$ cat src/rtl/line_clear.sv
// Line-clear and game-over engine: scans the playfield bottom-up after each
// lock, drops full rows, compacts the rest downward and zero-fills the top.
module line_clear #(
    parameter int WIDTH  = 10,
    parameter int HEIGHT = 20,
    parameter int AW     = 5
) (
    input  logic             clk,
    input  logic             reset,
    input  logic             start,
    output logic [AW-1:0]    row_addr,
    input  logic [WIDTH-1:0] row_rdata,
    output logic [WIDTH-1:0] row_wdata,
    output logic             row_we,
    output logic             busy,
    output logic             done,
    output logic             aligne,
    output logic             perdu,
    output logic [AW-1:0]    lines
);

    localparam logic [2:0] S_IDLE = 3'd0;
    localparam logic [2:0] S_RD   = 3'd1;
    localparam logic [2:0] S_EVAL = 3'd2;
    localparam logic [2:0] S_FILL = 3'd3;
    localparam logic [2:0] S_DONE = 3'd4;

    localparam logic [AW-1:0]        LAST   = AW'(HEIGHT - 1);
    localparam logic [AW-1:0]        HMAX   = AW'(HEIGHT);
    localparam logic signed [AW:0]   W_LAST = (AW+1)'(HEIGHT - 1);
    localparam logic signed [AW:0]   W_ONE  = (AW+1)'(1);

    logic [2:0]            state;
    logic [AW-1:0]         r;
    logic signed [AW:0]    w;
    logic [AW-1:0]         cnt;
    logic [AW-1:0]         cnt_n;
    logic                  top_nz;
    logic                  full;
    logic                  r_eq_w;

    assign full   = &row_rdata;
    assign r_eq_w = (w == {1'b0, r});
    assign busy   = (state != S_IDLE);

    // cnt saturates at HEIGHT, which only an all-full grid can reach
    always_comb begin
        cnt_n = cnt;
        if (full && (cnt != HMAX)) begin
            cnt_n = cnt + 1'b1;
        end
    end

    always_comb begin
        row_addr  = '0;
        row_wdata = '0;
        row_we    = 1'b0;
        aligne    = 1'b0;
        done      = 1'b0;
        unique case (state)
            S_RD: begin
                row_addr = r;
            end
            S_EVAL: begin
                row_addr = w[AW-1:0];
                if (full) begin
                    aligne = 1'b1;
                end else if (!r_eq_w) begin
                    row_we    = 1'b1;
                    row_wdata = row_rdata;
                end
            end
            S_FILL: begin
                row_we   = 1'b1;
                row_addr = w[AW-1:0];
            end
            S_DONE: begin
                done = 1'b1;
            end
            default: begin
            end
        endcase
    end

    always_ff @(posedge clk) begin
        if (reset) begin
            state  <= S_IDLE;
            r      <= '0;
            w      <= '0;
            cnt    <= '0;
            top_nz <= 1'b0;
            perdu  <= 1'b0;
            lines  <= '0;
        end else begin
            unique case (state)
                S_IDLE: begin
                    if (start && !perdu) begin
                        r      <= LAST;
                        w      <= W_LAST;
                        cnt    <= '0;
                        top_nz <= 1'b0;
                        state  <= S_RD;
                    end
                end
                S_RD: begin
                    state <= S_EVAL;
                end
                S_EVAL: begin
                    cnt <= cnt_n;
                    if (!full) begin
                        w <= w - W_ONE;
                    end
                    if (r == '0) begin
                        top_nz <= (row_rdata != '0) && !full;
                        if (cnt_n != '0) begin
                            state <= S_FILL;
                        end else begin
                            state <= S_DONE;
                            lines <= cnt_n;
                        end
                    end else begin
                        r     <= r - 1'b1;
                        state <= S_RD;
                    end
                end
                S_FILL: begin
                    w <= w - W_ONE;
                    if (w == '0) begin
                        state <= S_DONE;
                        lines <= cnt;
                    end
                end
                S_DONE: begin
                    // a cleared row always empties row 0, so only cnt=0 can lose
                    if ((cnt == '0) && top_nz) begin
                        perdu <= 1'b1;
                    end
                    state <= S_IDLE;
                end
                default: begin
                    state <= S_IDLE;
                end
            endcase
        end
    end

endmodule

$ cat config.mk
export PLATFORM = sky130hd
export DESIGN_NAME = line_clear
export DESIGN_NICKNAME = d
export VERILOG_FILES = /design/src/rtl/line_clear.sv
export SDC_FILE = /design/constraint.sdc
export NUM_CORES = 1
export LEC_CHECK = 0
export CELL_PAD_IN_SITES_DETAIL_PLACEMENT = 1
export CELL_PAD_IN_SITES_GLOBAL_PLACEMENT = 1
export CORE_UTILIZATION = 34
export CTS_CLUSTER_SIZE = 8
export DETAILED_ROUTE_END_ITERATION = 8
export GPL_TIMING_DRIVEN = 0
export PLACE_DENSITY = 0.78
export SYNTH_ARGS = -nofsm -noshare
export SYNTH_HDL_FRONTEND = slang
export SYNTH_SLANG_ARGS = --single-unit
$ cat constraint.sdc
create_clock -name clk -period 1.9 [get_ports clk]
set_input_delay 0.38 -clock clk [delete_from_list [all_inputs] [get_ports clk]]
set_output_delay 0.38 -clock clk [all_outputs]
set_load 0.005 [all_outputs]
* Yosys cells after proc, flatten, opt, wreduce, memory -nomap -nowiden
Cells that the tools add are included.
** Word-level totals
- Register bits after elaboration :: 26
- Latch bits :: 0
- Bits in writable memories :: 0
- ROM bits :: 0
- Input port bits :: 13
- Output and inout port bits :: 25
- Word-level logic and storage cells :: 78
- Memories kept :: 0
** Cells by class
- Add/subtract/negate cells :: 3
- Multipliers :: 0
- Div/mod/pow operators :: 0
- Order comparisons :: 0
- Equal/unequal tests :: 12
- Shift operators :: 0
- Muxes and demuxes :: 31
- Bitwise operators :: 0
- Reductions and logical operators :: 25
** Operators by type and width (count)
- $pmux 5 s2 :: 4
- $mux 5 :: 7
- $mux 10 :: 3
- $pmux 6 s3 :: 1
- $mux 3 :: 4
- $mux 6 :: 2
- $ne 2x2->1 const B :: 6
- $pmux 3 s4 :: 1
- $logic_not 5->1 :: 2
- $reduce_and 10->1 :: 1
- $reduce_bool 10->1 :: 1
- $reduce_and 3->1 :: 3
- $mux 1 :: 7
- $eq 3x2->1 const B :: 2
- $eq 6x5->1 :: 1
- $logic_not 6->1 :: 1
- $reduce_and 2->1 :: 3
- $reduce_bool 3->1 :: 2
- $sub 6x2->6 const B :: 1
- $add 5x1->5 const B :: 1
- $ne 5x5->1 const B :: 1
- $reduce_bool 5->1 :: 1
- $sub 5x1->5 const B :: 1
- $logic_and 1x1->1 :: 4
- other kinds (8) :: 11

* Depth between registers and ports, before layout
Gate-level depths: netlist of run 1.
- Depth after elaboration :: 7
- Gate-level depth with buffers :: 8
- Gate-level depth less buffers :: 8

* Worst setup path before layout of run 1
OpenSTA, ideal clock, no wires.
- Path kind :: register to register
- Start point :: register cnt[0]
- End point :: register lines[0]
- Library setup time :: 0.086 ns
- Arrival time :: 1.873 ns
- Required time :: 1.814 ns
- Slack :: -0.059 ns
- Cell stages (with the launch flop) :: 9
- Path buffers :: 0
- Cell sequence :: dfxtp_1 inv_1 ha_1 nand4b_1 nor4b_4 mux2_4 o211ai_4 a21o_4 a211oi_1
** Between the ends
- Cells in the longest elaborated chain, start to end :: 6
- Elaborated cells between the ends (all ways) :: 11
** RTL lines
- start, declared :: RTL line 36 : logic [AW-1:0] cnt;
- start signal, assigned :: RTL line 109 : cnt <= cnt_n;
- parallel branches: the longest is 6 deep, another holds $add 5x1->5
- end signal, assigned :: RTL line 119 : lines <= cnt_n;
- end signal, assigned :: RTL line 130 : lines <= cnt;
- end, declared :: RTL line 19 : output logic [AW-1:0] lines
Parallel ways; which one is timed is not known. The select of a mux whose other input is x is not followed.
A chain may end at the register's enable or synchronous reset.

* Worst setup path in the final report of run 1
- Start point :: register state[2]
- End point :: output port row_wdata[3]
** Between the ends
- Cells in the longest elaborated chain, start to end :: 2
** RTL lines
- start, declared :: RTL line 33 : logic [2:0] state;
- start signal, assigned :: RTL line 87 : state <= S_IDLE;
- start signal, assigned :: RTL line 102 : state <= S_RD;
- start signal, assigned :: RTL line 106 : state <= S_EVAL;
- $eq 3x2->1 :: RTL line 60 : unique case (state)
- $mux 10 :: RTL line 60
- end, declared :: RTL line 13 : output logic [WIDTH-1:0] row_wdata,
Every way passes these cells.

==> flow_summary.ini, run 1 <==
[final_layout]
num_antenna_cells = 0
n_fill_cell = 608
drive_gt1_frac = 0.495
nets = 326
final_cell_count_no_fill = 375
area_delta_synth_final_pct = 69.8
most-common-layout-cells = buf_4 (35), nor2_1 (20), dfxtp_4 (13)
multi_input_area_um2 = 1530
final_common_cell = buf_4
seqCellArea_um2 = 572

[worst_hold_path]
min_to = lines[1]$_SDFFE_PP0P_
hp-start = lines[1]$_SDFFE_PP0P_
hold_depth = 2
hold_path_class = reg2reg

[cts]
root_buffer = clkbuf_8
clock-sinks = 26
hold_buffers = 0
htreeDepth = 1
cts_buffers = 3
clk_pin_slew_ns = 0.09
clkLatencyLatePin_ns = 0.27
cts.path.max_buffers = 2
cts_tree = built

[critical_path]
regToRegEndpoint = lines[4]$_SDFFE_PP0P_
path_buf_inv = 3
cp_slowest_cell = dfxtp_4
worst_setup_path_start_kind = flip-flop
critPathCaptureType = output port
cp_max_fo = 10
slowest_delay_ns = 0.38
path_depth = 7
rrSetupSlack_ns = -0.20
crit_type = reg2out
cpLargestDelayFamily = simple AND/OR/NAND/NOR gates
r2r_cells = 10
reg2reg_from = cnt[1]$_SDFFE_PP0P_
crit_path_cell_trace = clkbuf_16 > nor3b_4 > nand2_4 > nor2_4 > buf_6 > and2_4 > buf_6
crit_top_cell = buf_6
cp_data_required_time_ns = 1.52
cp.arrival_ns = 1.75

[timing]
post-route-period-util = 1.12
finalSetupViolCount = 20
hold_viol = 0
fin_skew_ns = 0.00406
fmax_ghz = 0.470
tightest_slew_ns = 0.671
rsz0062_at_grt = true
fin_ws_ns = -0.229
slew_violations = 0
period_minus_slack_ns = 2.13
slew-limit-headroom = 0.553

[grt]
grt_pass1_vias = 2103
overflow = 0
gr-usage-all-layers = 0.256
antenna_found_initial = 0
grt_max_degree = 14
grt_pass1_wl_um = 10700

[flow_run]
max_cap_violations = 0

[place]
hpwlAfterDp_um = 4010
dp_cells = 334
port_buffers = 37
gp_congestion = 0.814
place_ws_ns = -1.00

[die]
fp.dieW_um = 75.2
core-area_um2 = 5140
die_h_um = 75.2
ioPinCount = 38
num_rows = 26
die_area_um2 = 5650
start_util = 0.354

[logic_synthesis]
yosysSeqAreaShare = 0.286
yosys_most_used_dff = dfxtp_1
synth.avg_cell_area_um2 = 8.02
yosysUniqueCellTypes = 47
synth_seq_cells = 26
syn-num-nets = 246
ys_warn_count = 0
syn-instance-count = 227
async_flop_share = 0
synth-edff-count = 0
syn-cell-area_um2 = 1820

[drt]
firstDrtPassIters = 4
wl_per_cell_um = 21.3
route.detailed.drc = 0
antenna_left = 0
drt-total-wl_um = 8000
viasPerCell = 5.54
vias = 2077
drtIter0Drc = 71

[pwr]
ir_drop_mv = 0.358
power.density_nw_per_um2 = 745
p_leak_nw = 1.20

[status]
violations = negative setup slack
status = finished with violations
[worst min-delay path, delay by kind of cell (launching register included)]
kind / cells / cell delay [ns]
AO/OA/AOI/OAI: 1 / 0.06
buffers and inverters: 1 / 0.06
flip-flops: 1 / 0.32
[worst max path at each step]
stage / slack [ns] / endpoint / start
2_1_floorplan: 0.01 / lines[0]$_SDFFE_PP0P_ / cnt[0]$_SDFFE_PP0P_
3_3_place_gp: -0.99 / row_wdata[6] / row_rdata[2]
3_5_place_dp: -1.00 / row_wdata[6] / row_rdata[2]
4_1_cts: -0.14 / row_wdata[3] / r[4]$_SDFFE_PP0P_
5_1_grt: -0.33 / row_wdata[3] / w[3]$_SDFFE_PP0P_
6_report: -0.23 / row_wdata[3] / state[2]$_SDFFE_PP0P_
[area by class of cell]
class                      instances  share of cell area
inverter                          15              0.0206
buffer                             7              0.0247
clock buffer                       3              0.0134
sequential                        26               0.185
tap                               70              0.0283
timing repair buffer              79               0.234
multi-input combinational        175               0.494
[through the flow]
stage	power [W]	setup TNS [ns]	util	hold WS (ns)	cell area (µm²)
floorplan	0.00117	0	-	0.450	1820
global placement	0.00143	-21.30	0.444	0.451	2280
detailed placement	0.00146	-22.32	0.444	0.452	2280
CTS	0.00207	-1.16	0.553	0.477	2840
global route	0.00242	-4.35	0.601	0.500	3090
finish	0.00230	-2.88	0.601	0.484	3090
[kinds of logic after synthesis]
| family | share of synthesized area |
|---|---|
| muxes | 0.0144 |
| and+or+nand+nor | 0.348 |
| buffers and inverters | 0.0577 |
| DFF | 0.286 |
| AOI/OAI and AO/OA | 0.180 |
| adders and majority gates | 0.0412 |
| xor gates and xnor gates | 0.0722 |
[routing by layer]
metal / part of all wire / vias to the layer above / wire [µm] / global-route usage
met3: 0.029 / 31 / 232 / 0.0388
li1: - / 955 / - / -
met2: 0.55 / 55 / 4380 / 0.490
met4: 0.043 / 0 / 345 / 0.0947
met5: 0 / - / 0 / 0
met1: 0.38 / 1036 / 3040 / 0.283
[state kept, by name, summed over array words and instances (netlist names)]
signal / flops
lines: 5
state: 3
r: 5
perdu: 1
w: 6
cnt: 5
top_nz: 1
[cell usage after synthesis, drive strengths merged (5+ instances only)]
master | number | area (µm²)
xor2 | 7 | 61.3
nand3b | 5 | 37.5
inv | 15 | 56.3
nand3 | 5 | 25.0
nor3 | 12 | 60.1
clkbuf | 11 | 41.3
dfxtp | 26 | 521
xnor2 | 8 | 70.1
nand2 | 15 | 63.8
a211oi | 13 | 97.6
nor2 | 24 | 90.1
nand4 | 6 | 58.8
ha | 6 | 75.1
nor4 | 5 | 46.3
a21oi | 16 | 80.1
and2 | 13 | 83.8
[where the power goes]
group,internal (W),switching [W]
clock network,0.000142,0.000179
registers,0.000629,0.0000896
logic,0.000620,0.000641
total,0.00139,0.000910
[what timing repair did]
| item | in CTS | in global routing |
|---|---|---|
| setup buffers | 32 | 11 |
| pin swaps | 25 | 25 |
| endpoints found under the setup margin | 36 | 29 |
| gates resized for setup | 165 | 39 |
| gates cloned | 1 | 0 |
(Power assumes the default switching activity.)
==> run 2: changes to the inputs <==
- SETUP_SLACK_MARGIN: unset -> 0.15
- clock period: 1.9 -> 1.94 ns (I/O delays scaled with it)
==> run 2 against run 1 <==
  * The run still ends with negative setup slack left
  * Flip-flop and latch count is the same
  * Critical path depth is the same
  * First-iteration DRC count grew 48%
  * Die area is the same
  * Final cell count grew 2.9%
  * Critical endpoint unchanged
  * Largest power group unchanged
==> flow_summary.ini, run 2 (synthesized netlist as in run 1, its figures left out) <==
[cts]
htreeDepth = 1
cts.path.max_buffers = 2
cts_buffers = 3
clkLatencyLatePin_ns = 0.29
cts_tree = built
clk_pin_slew_ns = 0.10
root_buffer = clkbuf_8
clock-sinks = 26

[drt]
drt-total-wl_um = 8770
firstDrtPassIters = 4
antenna_left = 0
wl_per_cell_um = 22.7
route.detailed.drc = 0
viasPerCell = 5.75
vias = 2218
drtIter0Drc = 105

[place]
place_ws_ns = -0.973
hpwlAfterDp_um = 4000
gp_congestion = 0.792
placed_area_um2 = 2340
port_buffers = 37

[timing]
fin_ws_ns = -0.267
slew_violations = 0
tightest_slew_ns = 0.754
fmax_ghz = 0.453
holdWs_ns = 0.477
period_minus_slack_ns = 2.21
post-route-period-util = 1.14
rsz0062_at_grt = true
slew-limit-headroom = 0.497
hold_viol = 0
fin_skew_ns = 0.00589
finalSetupViolCount = 19
fin_tns_setup_ns = -3.58

[pwr]
p_leak_nw = 1.24
ir_drop_mv = 0.537
power.density_nw_per_um2 = 775

[critical_path]
cp_slowest_cell = dfxtp_2
critPathCaptureType = output port
crit_top_cell = buf_6
cp.arrival_ns = 1.82
r2r_cells = 6
cp_max_fo = 5
crit_type = reg2out
worst_setup_path_start_kind = flip-flop
crit_path_cell_trace = xnor2_2 > nand4_1 > nor3_4 > nor2_4 > buf_6 > and2_4 > buf_6
slowest_delay_ns = 0.38
cp_data_required_time_ns = 1.55

[grt]
overflow = 0
antenna_found_initial = 0
grt_pass1_wl_um = 10900
gr-usage-all-layers = 0.260
grt_pass1_vias = 2168
grt_max_degree = 15

[final_layout]
final_common_cell = buf_4
fin_util = 0.607
largest_register = w
largest_reg_flops = 6
most-common-layout-cells = buf_4 (40), buf_6 (20), nor2_1 (18)
num_antenna_cells = 0
final_area_um2 = 3120
nets = 336
drive_gt1_frac = 0.554
area_delta_synth_final_pct = 71.3

[die]
num_rows = 26
die_h_um = 75.2
die_area_um2 = 5650
ioPinCount = 38
fp.dieW_um = 75.2
start_util = 0.354
core-area_um2 = 5140

[status]
status = finished with violations
violations = negative setup slack

[worst_hold_path]
hold_path_class = reg2reg
hold_depth = 2

[flow_run]
max_cap_violations = 0
## run 2: cell count changes in the layout (fill, tap and decap cells not counted), moves of 4 or more
cell	delta
buf_2	+13
buf_8	+5
dfxtp_2	+8
buf_12	-4
clkdlybuf4s15_1	-4
buf_6	+8
buf_4	+5
clkdlybuf4s15_2	-4
a211oi_4	-4
a211oi_1	+5
dfxtp_4	-8
dlygate4sd2_1	-8
## run 2: worst paths after layout
check                                      startpoint  slack, ns                     to
worst max-delay path                w[4]$_SDFFE_PP0P_      -0.27           row_wdata[3]
worst min-delay path            lines[2]$_SDFFE_PP0P_       0.48  lines[2]$_SDFFE_PP0P_
worst max register to register    cnt[2]$_SDFFE_PP0P_      -0.19  lines[0]$_SDFFE_PP0P_
worst min register to register  lines[2]$_SDFFE_PP0P_       0.48  lines[2]$_SDFFE_PP0P_
## run 2: per-layer routing
layer,GRT usage,up-vias,wire (µm)
met5,0,-,0
met4,0.105,0,459
met3,0.0455,40,460
met2,0.444,108,4420
met1,0.326,1086,3430
li1,-,984,-
## run 2: worst max-delay path: cells and delay by family, from the launching register on
kind | cells | cell delay [ns]
and+or+nand+nor | 4 | 0.70
DFF | 1 | 0.38
buffers and inverters | 2 | 0.23
xor gates and xnor gates | 1 | 0.21
## run 2: timing repair
action                                  CTS  global route
pin swaps                                30            26
resized for setup                       182            74
cloned                                    1             0
hold buffers                              0             0
hold endpoints to repair                  0             0
setup buffers                            32            15
endpoints found under the setup margin   43            37
## run 2: per-stage QoR
step	power (W)	instances
floorplan	0.00115	227
global placement	0.00142	334
detailed placement	0.00144	334
CTS	0.00207	371
global route	0.00251	386
finish	0.00242	386
## run 2: area by class of cell
cell class                 count  area, µm²
sequential                    26        552
multi-input combinational    175       1530
timing repair buffer          84        689
buffer                        12        138
fill                         611       2020
inverter                      15       68.8
clock buffer                   4       55.1
tap                           70       87.6
## run 2: where the power goes
part,switching [W],internal (W)
clock,0.000207,0.000183
combinational,0.000664,0.000650
sequential,0.000103,0.000611
